--- src/rtl/led_pattern_gen.sv ---
// led_pattern_gen: bring-up LED pattern generator with three patterns (blink,
// chase, binary count). A synchronised, debounced push-button cycles through them.
module led_pattern_gen #(
  parameter int NUM_LEDS        = 4,
  parameter int TICK_DIV        = 12_500_000,
  parameter int DEBOUNCE_CYCLES = 1_000_000
) (
  input  logic                clk,
  input  logic                rst,
  input  logic                button,
  output logic [NUM_LEDS-1:0] leds,
  output logic [1:0]          mode,
  output logic                tick
);

  localparam int PCNT_W = $clog2(TICK_DIV);
  localparam int DCNT_W = $clog2(DEBOUNCE_CYCLES);
  localparam int IDX_W  = $clog2(NUM_LEDS);

  localparam logic [PCNT_W-1:0] PCNT_LAST = PCNT_W'(TICK_DIV - 1);
  localparam logic [DCNT_W-1:0] DCNT_LAST = DCNT_W'(DEBOUNCE_CYCLES - 1);
  localparam logic [IDX_W-1:0]  IDX_LAST  = IDX_W'(NUM_LEDS - 1);

  typedef enum logic [1:0] {
    MODE_BLINK  = 2'd0,
    MODE_CHASE  = 2'd1,
    MODE_BINARY = 2'd2
  } mode_e;

  // Button conditioning
  logic              s1, s2;
  logic              deb, deb_q;
  logic [DCNT_W-1:0] dcnt;
  logic              press;

  // Pattern timing and step state
  mode_e               mode_q, mode_d;
  logic [PCNT_W-1:0]   pcnt;
  logic                phase_q, phase_d;
  logic [IDX_W-1:0]    idx_q, idx_d;
  logic [NUM_LEDS-1:0] bcnt_q, bcnt_d;
  logic [NUM_LEDS-1:0] led_d;

  // Two-flop synchroniser: the button is asynchronous to clk.
  // NOTE: state registers use non-blocking (<=) so every flop samples the
  // pre-edge value of its neighbours; blocking here would collapse s1/s2 into one flop.
  always_ff @(posedge clk) begin
    if (rst) begin
      s1 <= 1'b0;
      s2 <= 1'b0;
    end else begin
      s1 <= button;
      s2 <= s1;
    end
  end

  // Debouncer: accept a new level only after it persists DEBOUNCE_CYCLES cycles.
  always_ff @(posedge clk) begin
    if (rst) begin
      deb  <= 1'b0;
      dcnt <= '0;
    end else if (s2 == deb) begin
      dcnt <= '0;
    end else if (dcnt == DCNT_LAST) begin
      deb  <= s2;
      dcnt <= '0;
    end else begin
      dcnt <= dcnt + DCNT_W'(1);
    end
  end

  // Delayed debounced level, used to detect the rising edge (press).
  always_ff @(posedge clk) begin
    if (rst) deb_q <= 1'b0;
    else     deb_q <= deb;
  end

  // Only presses count; releases produce no event.
  assign press = deb & ~deb_q;

  // Mode state register.
  always_ff @(posedge clk) begin
    if (rst) mode_q <= MODE_BLINK;
    else     mode_q <= mode_d;
  end

  // Mode next-state: each press advances blink -> chase -> binary -> blink.
  // NOTE: every always_comb output gets a default first so no path leaves it
  // unassigned, which would otherwise infer a latch.
  always_comb begin
    mode_d = mode_q;
    if (press) begin
      unique case (mode_q)
        MODE_BLINK: mode_d = MODE_CHASE;
        MODE_CHASE: mode_d = MODE_BINARY;
        default:    mode_d = MODE_BLINK;
      endcase
    end
  end

  assign mode = mode_q;

  // Step prescaler; a press restarts the step period from zero.
  always_ff @(posedge clk) begin
    if (rst || press)           pcnt <= '0;
    else if (pcnt == PCNT_LAST) pcnt <= '0;
    else                        pcnt <= pcnt + PCNT_W'(1);
  end

  // Tick decoded straight from the prescaler register.
  assign tick = (pcnt == PCNT_LAST);

  // Step state next values: a press clears everything and wins over a tick.
  always_comb begin
    phase_d = phase_q;
    idx_d   = idx_q;
    bcnt_d  = bcnt_q;
    if (press) begin
      phase_d = 1'b0;
      idx_d   = '0;
      bcnt_d  = '0;
    end else if (tick) begin
      phase_d = ~phase_q;
      idx_d   = (idx_q == IDX_LAST) ? '0 : idx_q + IDX_W'(1);
      bcnt_d  = bcnt_q + NUM_LEDS'(1);
    end
  end

  // Step state registers.
  always_ff @(posedge clk) begin
    if (rst) begin
      phase_q <= 1'b0;
      idx_q   <= '0;
      bcnt_q  <= '0;
    end else begin
      phase_q <= phase_d;
      idx_q   <= idx_d;
      bcnt_q  <= bcnt_d;
    end
  end

  // LED pattern from the current mode and the step state being loaded, so a
  // step shows up one cycle after its tick and a new mode one cycle after it takes effect.
  always_comb begin
    led_d = '0;
    case (mode_q)
      MODE_BLINK:  led_d = {NUM_LEDS{phase_d}};
      MODE_CHASE:  led_d = NUM_LEDS'(1) << idx_d;
      MODE_BINARY: led_d = bcnt_d;
      default:     led_d = '0;
    endcase
  end

  // Registered LED drive.
  always_ff @(posedge clk) begin
    if (rst) leds <= '0;
    else     leds <= led_d;
  end

endmodule

--- config.mk ---
export PLATFORM = sky130hd
export DESIGN_NAME = led_pattern_gen
export DESIGN_NICKNAME = d
export VERILOG_FILES = /design/src/rtl/led_pattern_gen.sv
export SDC_FILE = /design/constraint.sdc
export NUM_CORES = 1
export LEC_CHECK = 0
export CORE_AREA = 2 2 143 89
export CTS_BUF_LIST = sky130_fd_sc_hd__clkbuf_16
export DETAILED_ROUTE_END_ITERATION = 12
export DIE_AREA = 0 0 145 91
export SLEW_MARGIN = 20
export SYNTH_ARGS = -nofsm -noshare
export SYNTH_HDL_FRONTEND = slang
export SYNTH_SLANG_ARGS = --single-unit
--- constraint.sdc ---
create_clock -name clk -period 2.1 [get_ports clk]
set_input_delay 0.42 -clock clk [delete_from_list [all_inputs] [get_ports clk]]
set_output_delay 0.42 -clock clk [all_outputs]
set_load 0.02 [all_outputs]
==> results by group <==
Outcome
  – Status: finished, final reports clean

Worst setup path
  – Crit-path max cell delay: 0.37 ns
  – WP data required: 1.68 ns
  – CP Max Fanout: 4
  – Critical path cell sequence: nor4bb_4 > nand4_1 > nor2_2 > buf_2
  – Critical path data arrival time: 1.55 ns
  – Worst Setup Start Kind: flop
  – Slowest cell on crit path: dfxtp_1
  – Crit. End Element: output port
  – Setup CP Type: flop to output port

Floorplan
  – Total core area: 11,800 um2
  – Starting Density: 24.5%
  – Die ar.: 13,200 um2
  – Num ports: 10
  – Chip width: 145 um
  – Height of the die: 91 um
  – Row count: 31

GRT
  – GRT overflow: 0
  – First-pass GRT wire length: 10.9 mm
  – Vias in the first global route: 2,298
  – Initial antenna violation count: 0
  – Largest net degree at the start of global routing: 21
  – All-layer global routing usage: 10.4%

Final layout
  – Fin cells: 523
  – Register area: 1220 um2
  – Layout cells sized above 1: 19.8%
  – Number of diodes: 0
  – Multi-input combinational cell area: 1630 um2
  – Synth-to-Final Area Change: 25.9%
  – Fin util: 30.9%
  – NumNets Final: 360
  – Fillers: 1,243

Power
  – Sw Share: 22.5%
  – Clock Power Share: 52.1%
  – Net Sw Power: 0.574 mW
  – Leakage: 1.28 nW
  – Cell Pwr Density: 698 nW/um2
  – Cell Int Power: 1.98 mW
  – Combinational power share: 2.0%
  – Total power: 2.55 mW
  – Reg power frac: 45.9%
  – Worst vdd ir: 0.387 mV

Timing
  – Setup violators final: 0
  – Worst-margin pin slew: 0.619 ns
  – Tmin final: 1.97 ns
  – Part of the cycle the worst path needs: 94.0%
  – Fmax: 506 MHz
  – Final Hold Viols: 0
  – Rel. slew slack: 58.4%
  – RSZ-0062 raised after global routing: false
  – Fin Hold WS: 0.436 ns
  – Clock Skews: 0.00704 ns
  – Max Slew Vio Count: 0
  – PnR worst setup slack: 0.126 ns

Logic synthesis
  – Share of the synthesized area in the top cell type: 42.1%
  – Most used DFF post-synth: dfxtp_1
  – Post-synth ARST share: 0%
  – Syn Nets: 320
  – Syn Area/Cell: 9.26 um2
  – FF+latch count, synth: 61
  – Sequential cell area fraction in the yosys report: 42.1%
  – Synthesized area: 2900 um2
  – Synth Instances: 313
  – Post-synth cell types: 50
  – EDFF count, synth: 0
  – Most frequent cell after synthesis: dfxtp_1
  – Synth warn: 0
  – Largest cells by area after synthesis: dfxtp_1 42%, nor2_1 7.4%, xor2_1 6.6%, xnor2_1 6.3%, nand2_1 3.2%
  – Post-synth top cells: 61 x dfxtp_1, 57 x nor2_1, 25 x nand2_1
  – Largest area contributor in the netlist: dfxtp_1

Place
  – Placed Cells: 506
  – RePlAce Congestion: 0.748
  – Place WS: -0.0473 ns
  – Post-detail-place hpwl: 4.47 mm
  – PortBufs: 9

Drt
  – DRC Markers: 0
  – Post-DR wirelength/cell: 11.9 um
  – DR vias/cell: 4.40
  – DR iter-0 viols: 124
  – Detailed Route WL: 6.21 mm
  – Routed vias: 2,301
  – DR pass1 iterations: 4
  – Antenna-violating nets left: 0

Clock network
  – TritonCTS clock tree: yes
  – Clk sinks: 61
  – H-tree Lvls: 3
  – Clk_lat worst skew: 0.33 ns
  – Clk pin slew, worst setup/hold paths: 0.05 ns
  – CTS Root Cell: clkbuf_16
  – CTS Buf Count: 9
  – Hold buffers post-CTS: 0
  – Clock buffer depth: 2

Run
  – Maximum Capacitance Violations: 0

Min path
  – Hold crit path type: flop to flop
[routing by layer]
metal	share of wire [%]	track usage, %
met3	4.6	4.67
met2	41	15.1
met1	53	13.9
met5	0	0
met4	1.1	3.22
[repair_timing]
item	4_1_cts	5_1_grt
setup buffers	0	1
endpoints found under the setup margin	1	1
hold endpoints to repair	0	0
resized for setup	6	1
pin swaps	1	3
[flip-flops by register name, indices dropped and copies added, names as in the netlist]
| signal | count |
|---|---|
| dcnt | 20 |
| idx_q | 2 |
| s1 | 1 |
| leds | 4 |
| s2 | 1 |
| mode | 2 |
| phase_q | 1 |
| deb | 1 |
| deb_q | 1 |
| pcnt | 24 |
| bcnt_q | 4 |
[cell usage in the layout (no fill, tap or decap), types with 3 or more instances in the layout]
cell type and n:
nand3_1 16, a21oi_1 5, nor4b_1 4, nand4b_1 4, clkbuf_16 9, inv_1 3, nand4_1 9, nor3_1 4
nand2_1 25, and4_1 5, nor2_1 56, clkinv_2 3, dfxtp_1 61, buf_4 30, ha_1 4, nor4_2 4
xor2_1 22, nor3_2 6, xnor2_1 21, clkdlybuf4s50_1 8, a32oi_1 3, o21a_1 3, and3_1 10, nor2b_1 3
[worst max-delay path: cells and delay by family, from the launching register on]
kind	cells	cell delay [ns]
flip-flops	1	0.37
buffers and inverters	1	0.18
AND/OR/NAND/NOR	3	0.67
[path summary, 6_finish.rpt]
| kind | from | endpoint | slack (ns) | depth (start not counted) |
|---|---|---|---|---|
| setup / recovery | pcnt[22] | tick | 0.13 | 4 |
| hold / removal | s1 | s2 | 0.44 | 1 |
| setup reg to reg | pcnt[1] | pcnt[20] | 0.22 | 7 |
| hold reg to reg | s1 | s2 | 0.44 | 1 |
[power by group through the flow]
stage	Sequential (mW)	Clock [mW]	Combinational [mW]
5_1_grt	1.17	1.42	0.0565
4_1_cts	1.17	1.36	0.0511
6_report	1.17	1.33	0.0504
3_5_place_dp	1.19	0	0.0506
3_3_place_gp	1.19	0	0.0499
2_1_floorplan	1.19	0	0.0286
[stage by stage]
| step | cell area [um2] | TNS [ns] |
|---|---|---|
| floorplan | 2900 | 0 |
| CTS | 3650 | 0 |
| global route | 3650 | 0 |
| finish | 3650 | 0 |
| global placement | 3360 | -0.0372 |
| detailed placement | 3360 | -0.0473 |
[cells by family (layout without fill, tap and decap cells)]
group	after synthesis	after routing	synth area share, %
AO/OA/AOI/OAI	22	22	6.00
AND/OR/NAND/NOR	168	168	34.4
flip-flops	61	61	42.1
XOR/XNOR	43	43	13.0
buffers and inverters	13	58	2.11
multiplexers	2	2	0.691
adder cells (fa/ha/maj)	4	4	1.73
[layout make-up]
class | count | area share, %
clock buffer | 9 | 6.17
clock inverter | 7 | 1.17
inverter | 3 | 0.308
multi-input combinational | 239 | 44.8
sequential | 61 | 33.4
tap | 165 | 5.65
timing repair buffer | 39 | 8.50
Note: power is estimated with default switching activity, not from simulation.
